**src/rtl/pipe_ex_stage_if.sv**
```systemverilog
// ---------------------------------------------------------------------------
// pipe_ex_stage_if
// Bundles the execute-stage pipeline signals: ID/EX operands in, MEM/WB
// forwarding sources in, EX/MEM register out, and the stall request.
//   master : the surrounding pipeline (drives ID/EX, MEM/WB, flush)
//   slave  : pipe_ex_stage itself
// Optional feature macro: EX_FWD_EN. When undefined, the forwarding-only
// signals (rs_in, rt_in, memwb_*) are not part of the bundle.
// ---------------------------------------------------------------------------
interface pipe_ex_stage_if #(
  parameter int unsigned DATA_W = 8,
  parameter int unsigned REG_W  = 3
);

  // kill current EX instruction
  logic              flush;

  // ID/EX register outputs
  logic [3:0]        opcode_in;
  logic [DATA_W-1:0] A_in;
  logic [DATA_W-1:0] B_in;
  logic [REG_W-1:0]  rd_in;

`ifdef EX_FWD_EN
  // source indices and MEM/WB writeback, only needed for forwarding
  logic [REG_W-1:0]  rs_in;
  logic [REG_W-1:0]  rt_in;
  logic              memwb_regwrite;
  logic [REG_W-1:0]  memwb_rd;
  logic [DATA_W-1:0] memwb_data;
`endif

  // EX/MEM register
  logic [3:0]        exmem_opcode;
  logic [DATA_W-1:0] exmem_result;
  logic [DATA_W-1:0] exmem_store_data;
  logic [REG_W-1:0]  exmem_rd;
  logic              exmem_regwrite;
  logic              exmem_memread;
  logic              exmem_memwrite;

  // combinational stall request to upstream stages
  logic              ex_busy;

  modport master (
`ifdef EX_FWD_EN
    output rs_in, rt_in, memwb_regwrite, memwb_rd, memwb_data,
`endif
    output flush, opcode_in, A_in, B_in, rd_in,
    input  exmem_opcode, exmem_result, exmem_store_data, exmem_rd,
    input  exmem_regwrite, exmem_memread, exmem_memwrite, ex_busy
  );

  modport slave (
`ifdef EX_FWD_EN
    input  rs_in, rt_in, memwb_regwrite, memwb_rd, memwb_data,
`endif
    input  flush, opcode_in, A_in, B_in, rd_in,
    output exmem_opcode, exmem_result, exmem_store_data, exmem_rd,
    output exmem_regwrite, exmem_memread, exmem_memwrite, ex_busy
  );

endinterface

```
**src/rtl/pipe_ex_stage.sv**
```systemverilog
// ---------------------------------------------------------------------------
// pipe_ex_stage
// Execute stage of an in-order pipeline. Takes the ID/EX register contents,
// resolves operand forwarding (own EX/MEM first, then MEM/WB), runs a
// single-cycle ALU op or an iterative DATA_W-step shift-add multiply, and
// drives the EX/MEM pipeline register.
//
// Ports:
//   clk  - clock, all state on the rising edge
//   rst  - synchronous active-high reset, dominates flush and everything else
//   ex   - pipe_ex_stage_if.slave:
//            flush, opcode_in, A_in, B_in, rd_in          (in)
//            rs_in, rt_in, memwb_regwrite/rd/data         (in, EX_FWD_EN only)
//            exmem_opcode/result/store_data/rd            (out, registered)
//            exmem_regwrite/memread/memwrite              (out, registered)
//            ex_busy                                      (out, combinational)
//
// Optional feature macro: EX_FWD_EN
//   defined   - EX/MEM and MEM/WB forwarding muxes on both operands
//   undefined - operands are always A_in/B_in; hazards resolved by stalls
//
// Opcodes: 0 NOP, 1 ADD, 2 SUB, 3 AND, 4 OR, 5 XOR, 6 SLL, 7 SRL, 8 MUL,
//          9 LOAD, 10 STORE, 11-15 treated as bubbles.
// ---------------------------------------------------------------------------
module pipe_ex_stage #(
  parameter int unsigned DATA_W = 8,
  parameter int unsigned REG_W  = 3
) (
  input  logic            clk,
  input  logic            rst,
  pipe_ex_stage_if.slave  ex
);

  localparam int unsigned OP_W  = 4;
  localparam int unsigned SH_W  = 3;
  localparam int unsigned CNT_W = (DATA_W > 1) ? $clog2(DATA_W) : 1;

  localparam logic [CNT_W-1:0] CNT_LAST = CNT_W'(DATA_W - 1);

  localparam logic [OP_W-1:0] OP_ADD   = 4'd1;
  localparam logic [OP_W-1:0] OP_SUB   = 4'd2;
  localparam logic [OP_W-1:0] OP_AND   = 4'd3;
  localparam logic [OP_W-1:0] OP_OR    = 4'd4;
  localparam logic [OP_W-1:0] OP_XOR   = 4'd5;
  localparam logic [OP_W-1:0] OP_SLL   = 4'd6;
  localparam logic [OP_W-1:0] OP_SRL   = 4'd7;
  localparam logic [OP_W-1:0] OP_MUL   = 4'd8;
  localparam logic [OP_W-1:0] OP_LOAD  = 4'd9;
  localparam logic [OP_W-1:0] OP_STORE = 4'd10;

  typedef enum logic {
    S_IDLE = 1'b0,
    S_BUSY = 1'b1
  } state_e;

  // EX/MEM pipeline register payload; all-zero is the canonical bubble
  typedef struct packed {
    logic [OP_W-1:0]   opcode;
    logic [DATA_W-1:0] result;
    logic [DATA_W-1:0] store_data;
    logic [REG_W-1:0]  rd;
    logic              regwrite;
    logic              memread;
    logic              memwrite;
  } exmem_t;

  state_e            state_q,  state_d;
  logic [CNT_W-1:0]  cnt_q,    cnt_d;
  logic [DATA_W-1:0] acc_q,    acc_d;
  logic [DATA_W-1:0] mcand_q,  mcand_d;
  logic [DATA_W-1:0] mplier_q, mplier_d;
  exmem_t            exmem_q,  exmem_d;

  logic [DATA_W-1:0] op_a;
  logic [DATA_W-1:0] op_b;
  logic [DATA_W-1:0] alu_res;
  logic [DATA_W-1:0] step_acc;
  exmem_t            alu_pkt;
  logic              busy_c;

`ifdef EX_FWD_EN
  // EX/MEM wins over MEM/WB; a LOAD in EX/MEM is never a forwarding source
  // because its data does not exist yet (the hazard unit stalls instead).
  function automatic logic [DATA_W-1:0] fwd_sel(
    input logic [REG_W-1:0]  idx,
    input logic [DATA_W-1:0] raw,
    input exmem_t            exm,
    input logic              wb_we,
    input logic [REG_W-1:0]  wb_rd,
    input logic [DATA_W-1:0] wb_data
  );
    logic [DATA_W-1:0] sel;
    sel = raw;
    if (exm.regwrite && !exm.memread && (exm.rd != '0) && (exm.rd == idx)) begin
      sel = exm.result;
    end else if (wb_we && (wb_rd != '0) && (wb_rd == idx)) begin
      sel = wb_data;
    end
    return sel;
  endfunction

  // Forwarded operands
  always_comb begin
    op_a = fwd_sel(ex.rs_in, ex.A_in, exmem_q, ex.memwb_regwrite, ex.memwb_rd, ex.memwb_data);
    op_b = fwd_sel(ex.rt_in, ex.B_in, exmem_q, ex.memwb_regwrite, ex.memwb_rd, ex.memwb_data);
  end
`else
  // Raw operands straight from ID/EX
  always_comb begin
    op_a = ex.A_in;
    op_b = ex.B_in;
  end
`endif

  // Single-cycle ALU; LOAD/STORE share the adder for address generation
  always_comb begin
    alu_res = '0;
    case (ex.opcode_in)
      OP_ADD, OP_LOAD, OP_STORE: alu_res = op_a + op_b;
      OP_SUB:                    alu_res = op_a - op_b;
      OP_AND:                    alu_res = op_a & op_b;
      OP_OR:                     alu_res = op_a | op_b;
      OP_XOR:                    alu_res = op_a ^ op_b;
      OP_SLL:                    alu_res = op_a << op_b[SH_W-1:0];
      OP_SRL:                    alu_res = op_a >> op_b[SH_W-1:0];
      default:                   alu_res = '0;
    endcase
  end

  // EX/MEM payload for a non-MUL instruction
  always_comb begin
    alu_pkt = '0;
    case (ex.opcode_in)
      OP_ADD, OP_SUB, OP_AND, OP_OR, OP_XOR, OP_SLL, OP_SRL: begin
        alu_pkt.opcode   = ex.opcode_in;
        alu_pkt.result   = alu_res;
        alu_pkt.rd       = ex.rd_in;
        alu_pkt.regwrite = 1'b1;
      end
      OP_LOAD: begin
        alu_pkt.opcode   = ex.opcode_in;
        alu_pkt.result   = alu_res;
        alu_pkt.rd       = ex.rd_in;
        alu_pkt.regwrite = 1'b1;
        alu_pkt.memread  = 1'b1;
      end
      OP_STORE: begin
        alu_pkt.opcode     = ex.opcode_in;
        alu_pkt.result     = alu_res;
        alu_pkt.store_data = op_b;
        alu_pkt.rd         = ex.rd_in;
        alu_pkt.memwrite   = 1'b1;
      end
      default: alu_pkt = '0;
    endcase
  end

  // One shift-add step: accumulate the multiplicand when the current
  // multiplier LSB is set. Only the low DATA_W bits are kept, which is
  // exactly the truncated product.
  always_comb begin
    step_acc = acc_q + (mplier_q[0] ? mcand_q : '0);
  end

  // Next-state, multiply datapath and EX/MEM capture
  always_comb begin
    state_d  = state_q;
    cnt_d    = cnt_q;
    acc_d    = acc_q;
    mcand_d  = mcand_q;
    mplier_d = mplier_q;
    exmem_d  = '0;
    busy_c   = 1'b0;

    if (ex.flush) begin
      // bubble into EX/MEM, any multiply in flight is dropped
      state_d = S_IDLE;
      cnt_d   = '0;
    end else begin
      case (state_q)
        S_IDLE: begin
          if (ex.opcode_in == OP_MUL) begin
            busy_c   = 1'b1;
            mcand_d  = op_a;
            mplier_d = op_b;
            acc_d    = '0;
            cnt_d    = '0;
            state_d  = S_BUSY;
          end else begin
            exmem_d = alu_pkt;
          end
        end

        S_BUSY: begin
          acc_d    = step_acc;
          mcand_d  = mcand_q << 1;
          mplier_d = mplier_q >> 1;
          if (cnt_q == CNT_LAST) begin
            // last step: ID/EX is released this edge, so its rd/opcode
            // still belong to the multiply
            exmem_d.opcode   = ex.opcode_in;
            exmem_d.result   = step_acc;
            exmem_d.rd       = ex.rd_in;
            exmem_d.regwrite = 1'b1;
            cnt_d            = '0;
            state_d          = S_IDLE;
          end else begin
            busy_c = 1'b1;
            cnt_d  = cnt_q + CNT_W'(1);
          end
        end

        default: begin
          state_d = S_IDLE;
          cnt_d   = '0;
        end
      endcase
    end
  end

  // State and EX/MEM register
  always_ff @(posedge clk) begin
    if (rst) begin
      state_q  <= S_IDLE;
      cnt_q    <= '0;
      acc_q    <= '0;
      mcand_q  <= '0;
      mplier_q <= '0;
      exmem_q  <= '0;
    end else begin
      state_q  <= state_d;
      cnt_q    <= cnt_d;
      acc_q    <= acc_d;
      mcand_q  <= mcand_d;
      mplier_q <= mplier_d;
      exmem_q  <= exmem_d;
    end
  end

  assign ex.exmem_opcode     = exmem_q.opcode;
  assign ex.exmem_result     = exmem_q.result;
  assign ex.exmem_store_data = exmem_q.store_data;
  assign ex.exmem_rd         = exmem_q.rd;
  assign ex.exmem_regwrite   = exmem_q.regwrite;
  assign ex.exmem_memread    = exmem_q.memread;
  assign ex.exmem_memwrite   = exmem_q.memwrite;
  assign ex.ex_busy          = busy_c;

endmodule

```
**src/flat_wrapper.sv**
```systemverilog
// flat-port wrapper written by rule: the top's interface ports become plain ports
module pipe_ex_stage_flat 
#(
  parameter int unsigned DATA_W = 8,
  parameter int unsigned REG_W  = 3
)
  (clk, rst, ex_flush, ex_opcode_in, ex_A_in, ex_B_in, ex_rd_in, ex_exmem_opcode, ex_exmem_result, ex_exmem_store_data, ex_exmem_rd, ex_exmem_regwrite, ex_exmem_memread, ex_exmem_memwrite, ex_ex_busy);
  pipe_ex_stage_if #(.DATA_W(DATA_W), .REG_W(REG_W)) ex_i ();
  input  logic clk;
  input  logic rst;
  input wire logic [$bits(ex_i.flush)-1:0] ex_flush;
  input wire logic [$bits(ex_i.opcode_in)-1:0] ex_opcode_in;
  input wire logic [$bits(ex_i.A_in)-1:0] ex_A_in;
  input wire logic [$bits(ex_i.B_in)-1:0] ex_B_in;
  input wire logic [$bits(ex_i.rd_in)-1:0] ex_rd_in;
  output wire logic [$bits(ex_i.exmem_opcode)-1:0] ex_exmem_opcode;
  output wire logic [$bits(ex_i.exmem_result)-1:0] ex_exmem_result;
  output wire logic [$bits(ex_i.exmem_store_data)-1:0] ex_exmem_store_data;
  output wire logic [$bits(ex_i.exmem_rd)-1:0] ex_exmem_rd;
  output wire logic [$bits(ex_i.exmem_regwrite)-1:0] ex_exmem_regwrite;
  output wire logic [$bits(ex_i.exmem_memread)-1:0] ex_exmem_memread;
  output wire logic [$bits(ex_i.exmem_memwrite)-1:0] ex_exmem_memwrite;
  output wire logic [$bits(ex_i.ex_busy)-1:0] ex_ex_busy;
  assign ex_i.flush = ex_flush;
  assign ex_i.opcode_in = ex_opcode_in;
  assign ex_i.A_in = ex_A_in;
  assign ex_i.B_in = ex_B_in;
  assign ex_i.rd_in = ex_rd_in;
  assign ex_exmem_opcode = ex_i.exmem_opcode;
  assign ex_exmem_result = ex_i.exmem_result;
  assign ex_exmem_store_data = ex_i.exmem_store_data;
  assign ex_exmem_rd = ex_i.exmem_rd;
  assign ex_exmem_regwrite = ex_i.exmem_regwrite;
  assign ex_exmem_memread = ex_i.exmem_memread;
  assign ex_exmem_memwrite = ex_i.exmem_memwrite;
  assign ex_ex_busy = ex_i.ex_busy;
  pipe_ex_stage #(.DATA_W(DATA_W), .REG_W(REG_W)) u_core (.clk(clk), .rst(rst), .ex(ex_i));
endmodule
```
**config.mk**
```make
export PLATFORM = sky130hd
export DESIGN_NAME = pipe_ex_stage_flat
export DESIGN_NICKNAME = d
export VERILOG_FILES = /design/src/rtl/pipe_ex_stage_if.sv /design/src/rtl/pipe_ex_stage.sv /design/src/flat_wrapper.sv
export SDC_FILE = /design/constraint.sdc
export NUM_CORES = 1
export LEC_CHECK = 0
export CAP_MARGIN = 20
export CORE_AREA = 2 2 126 128
export CTS_BUF_LIST = sky130_fd_sc_hd__clkbuf_8 sky130_fd_sc_hd__clkbuf_16
export DETAILED_ROUTE_END_ITERATION = 6
export DIE_AREA = 0 0 128 130
export SLEW_MARGIN = 20
export SYNTH_ARGS = -nofsm -noshare
export SYNTH_HDL_FRONTEND = slang
export SYNTH_SLANG_ARGS = --single-unit
```
**constraint.sdc**
```tcl
create_clock -name clk -period 3.6 [get_ports clk]
set_input_delay 0.72 -clock clk [delete_from_list [all_inputs] [get_ports clk]]
set_output_delay 0.72 -clock clk [all_outputs]
set_load 0.02 [all_outputs]
```
==> flow_metrics.env <==
export IMPL_post_route_period_util_pct=93.7
export IMPL_crit_fanout=6
export IMPL_grt_pass1_vias=3486
export IMPL_synth_area_leaders="dfxtp_1 (29%), ha_1 (11%), mux2i_1 (7.0%)"
export IMPL_hold_depth=2
export IMPL_grt_pass1_wl_um=18100
export IMPL_leakagePower_uw=0.00192
export IMPL_ir_worst_vdd_v=0.000202
export IMPL_yosys_area_top_type="dfxtp_1"
export IMPL_async_reset_ff_share_pct=0
export IMPL_grt_max_degree=34
export IMPL_dpl_hpwl_um=8460
export IMPL_drtIter0Drc=329
export IMPL_fin_worst_skew_ns=0.00908
export IMPL_place_port_buffers=52
export IMPL_slew_headroom_pct=58.6
export IMPL_reg2reg_depth=9
export IMPL_track_usage_pct=13.7
export IMPL_reg2reg_to="u_core.ex.exmem_result[6]$_SDFF_PP0_"
export IMPL_rsz0062_at_grt="false"
export IMPL_min_path_type="flip-flop to flip-flop"
export IMPL_post_dp_cell_area_sq_um=4570
export IMPL_die_w_um=128
export IMPL_yosys_warnings=0
export IMPL_clock_latency_ns=0.30
export IMPL_cts_tree="done"
export IMPL_grt_overflow_total=0
export IMPL_dr_wl_met3_um=750
export IMPL_max_freq_mhz=296
export IMPL_synth_top_area_share_pct=29.0
export IMPL_route_vias_total=3484
export IMPL_final_min_clock_period_ns=3.37
export IMPL_min_delay_start="u_core.acc_q[0]$_SDFFE_PP0P_"
export IMPL_nFillCells=1602
export IMPL_tightest_slew_ns=0.618
export IMPL_antenna_cells=0
export IMPL_hold_ws_ns=0.469
export IMPL_die_h_um=130
export IMPL_antenna_found_initial=0
export IMPL_synth_seq_cells=54
export IMPL_wl_met1_um=5070
export IMPL_cts_setup_buffers=0
export IMPL_wl_met2_um=4940
export IMPL_synth_edf_count=0
export IMPL_ios=53
export IMPL_stdcell_area_sq_um=4760
export IMPL_cts_root_buffer="clkbuf_16"
export IMPL_cap_violations=0
export IMPL_syn_avg_cell_area_sq_um=8.37
export IMPL_start_util_pct=24.2
export IMPL_criticalPathCategory="input port to primary output"
export IMPL_end_kind="primary output"
export IMPL_syn_nets=507
export IMPL_mostFrequentLayoutCell="dfxtp_1"
export IMPL_cp_required_ns=2.88
export IMPL_coreArea_sq_um=15400
export IMPL_routed_wl_um=10900
export IMPL_clk_pin_slew_ns=0.07
export IMPL_nets=568
export IMPL_rows=46
export IMPL_ff2ff_setup_slack_ns=1.22
export IMPL_slew_violations=0
export IMPL_post_cts_resized=0
export IMPL_setup_tns_ns=0
export IMPL_whs_endpoint="u_core.acc_q[0]$_SDFFE_PP0P_"
export IMPL_worstPathArrival_ns=2.65
export IMPL_dr_pass1_iters=7
export IMPL_htree_levels=2
export IMPL_r2r_start="u_core.mplier_q[0]$_SDFFE_PP0P_"
export IMPL_cts_hold_buffers=0
export IMPL_place_congestion=0.877
export IMPL_top_layer_used="met4"
export IMPL_drc_errors=0
export IMPL_wl_per_cell_um=15.6
export IMPL_cp_start_kind="input port"
export IMPL_numCtsBuffers=5
export IMPL_hold_viol=0
export IMPL_die_area_sq_um=16600
export IMPL_setup_viol=0
export IMPL_cts_buffer_depth=2
export IMPL_clock_sinks=54
export IMPL_viasPerCell=4.98
export IMPL_power_per_cell_area_nw_per_um2=330
export IMPL_status="finished clean"
export IMPL_synthesis_area_sq_um=3730
export IMPL_layout_common_cells="dfxtp_1 (54), clkdlybuf4s50_1 (52), nor2_1 (42), ha_1 (34), nand2_1 (31)"
export IMPL_synth_seq_area_share_pct=29.0
export IMPL_ys_flop_type="dfxtp_1"
export IMPL_syn2layout_area_growth_pct=27.8
export IMPL_ant_nets=0
export IMPL_synthCells=445
export IMPL_ys_types=59
export IMPL_final_layout_size_suffix_gt1_share_pct=9.47
-- stage by stage --
step | instances | setup slack, ns | power (uW) | utilization (%)
after floorplan | 445 | 0.282 | 831 | -
after global placement | 691 | 0.0997 | 954 | 29.6
after detailed placement | 691 | 0.0617 | 959 | 29.6
after CTS | 699 | 0.227 | 1580 | 30.9
after global routing | 699 | 0.0878 | 1650 | 30.9
final | 699 | 0.227 | 1570 | 30.9
-- final cells by class --
| cell class | instances | area, sq um | share of cell area (%) |
|---|---|---|---|
| clock inverter | 3 | 68.8 | 1.44 |
| multi-input combinational | 342 | 2430 | 51.1 |
| clock buffer | 5 | 125 | 2.63 |
| tap | 192 | 240 | 5.04 |
| sequential | 54 | 1080 | 22.7 |
| inverter | 24 | 90.1 | 1.89 |
| timing repair buffer | 79 | 723 | 15.2 |
-- flip-flops by register name, indices dropped and copies added (netlist names) --
name,cells
u_core.ex.exmem_rd,3
u_core.mplier_q,8
u_core.state_q,1
u_core.ex.exmem_memread,1
u_core.ex.exmem_store_data,8
u_core.ex.exmem_memwrite,1
u_core.ex.exmem_result,8
u_core.acc_q,8
u_core.cnt_q,3
u_core.ex.exmem_opcode,4
u_core.mcand_q,8
u_core.ex.exmem_regwrite,1
-- where the power goes --
part	total, uW	internal (uW)	switching [uW]
clock	622	400	222
combinational	333	148	185
sequential	616	609	6.44
total	1570	1160	414
-- cell families (layout without fill, tap and decap cells) --
family	Yosys count	in the layout	synth area share, %
adder cells (fa/ha/maj)	36	36	12.5
multiplexers	30	30	8.50
flip-flops	54	54	29.0
AO/OA/AOI/OAI	111	111	19.7
XOR/XNOR	20	20	4.70
AND/OR/NAND/NOR	145	145	19.8
buffers and inverters	49	111	5.71
-- metal layers --
layer / vias to the layer above / global-route usage (%)
met4: 0 / 3.36
met2: 145 / 22.3
li1: 1703 / -
met5: - / 0
met1: 1615 / 18.6
met3: 21 / 2.71
-- worst max-delay path by stage --
stage	start	to	slack, ns	cells past startpoint
final	ex_opcode_in[0]	ex_ex_busy	0.23	6
after global placement	ex_opcode_in[0]	u_core.ex.exmem_result[7]$_SDFF_PP0_	0.1	12
after CTS	ex_opcode_in[0]	ex_ex_busy	0.23	6
after floorplan	ex_B_in[0]	u_core.ex.exmem_result[6]$_SDFF_PP0_	0.28	13
after detailed placement	ex_opcode_in[0]	u_core.ex.exmem_result[7]$_SDFF_PP0_	0.06	12
after global routing	ex_opcode_in[0]	ex_ex_busy	0.09	6
-- Yosys cell counts (all sizes together) (8+ instances only) --
cell,count
nand3,8
inv,24
clkbuf,8
mux2i,26
a211oi,19
ha,34
nor2,43
a21oi,27
dfxtp,54
o21ai,21
xnor2,18
nor3,12
nand2,31
and2,21
buf,16
-- critical path, cell delays in order --
cell and delay, ns:
clkdlybuf4s50_1 0.49, nor3_2 0.25, a21oi_1 0.13, or2_2 0.31, a21oi_1 0.13, clkdlybuf4s50_1 0.63
No activity file was read; power rests on OpenSTA's default activity.
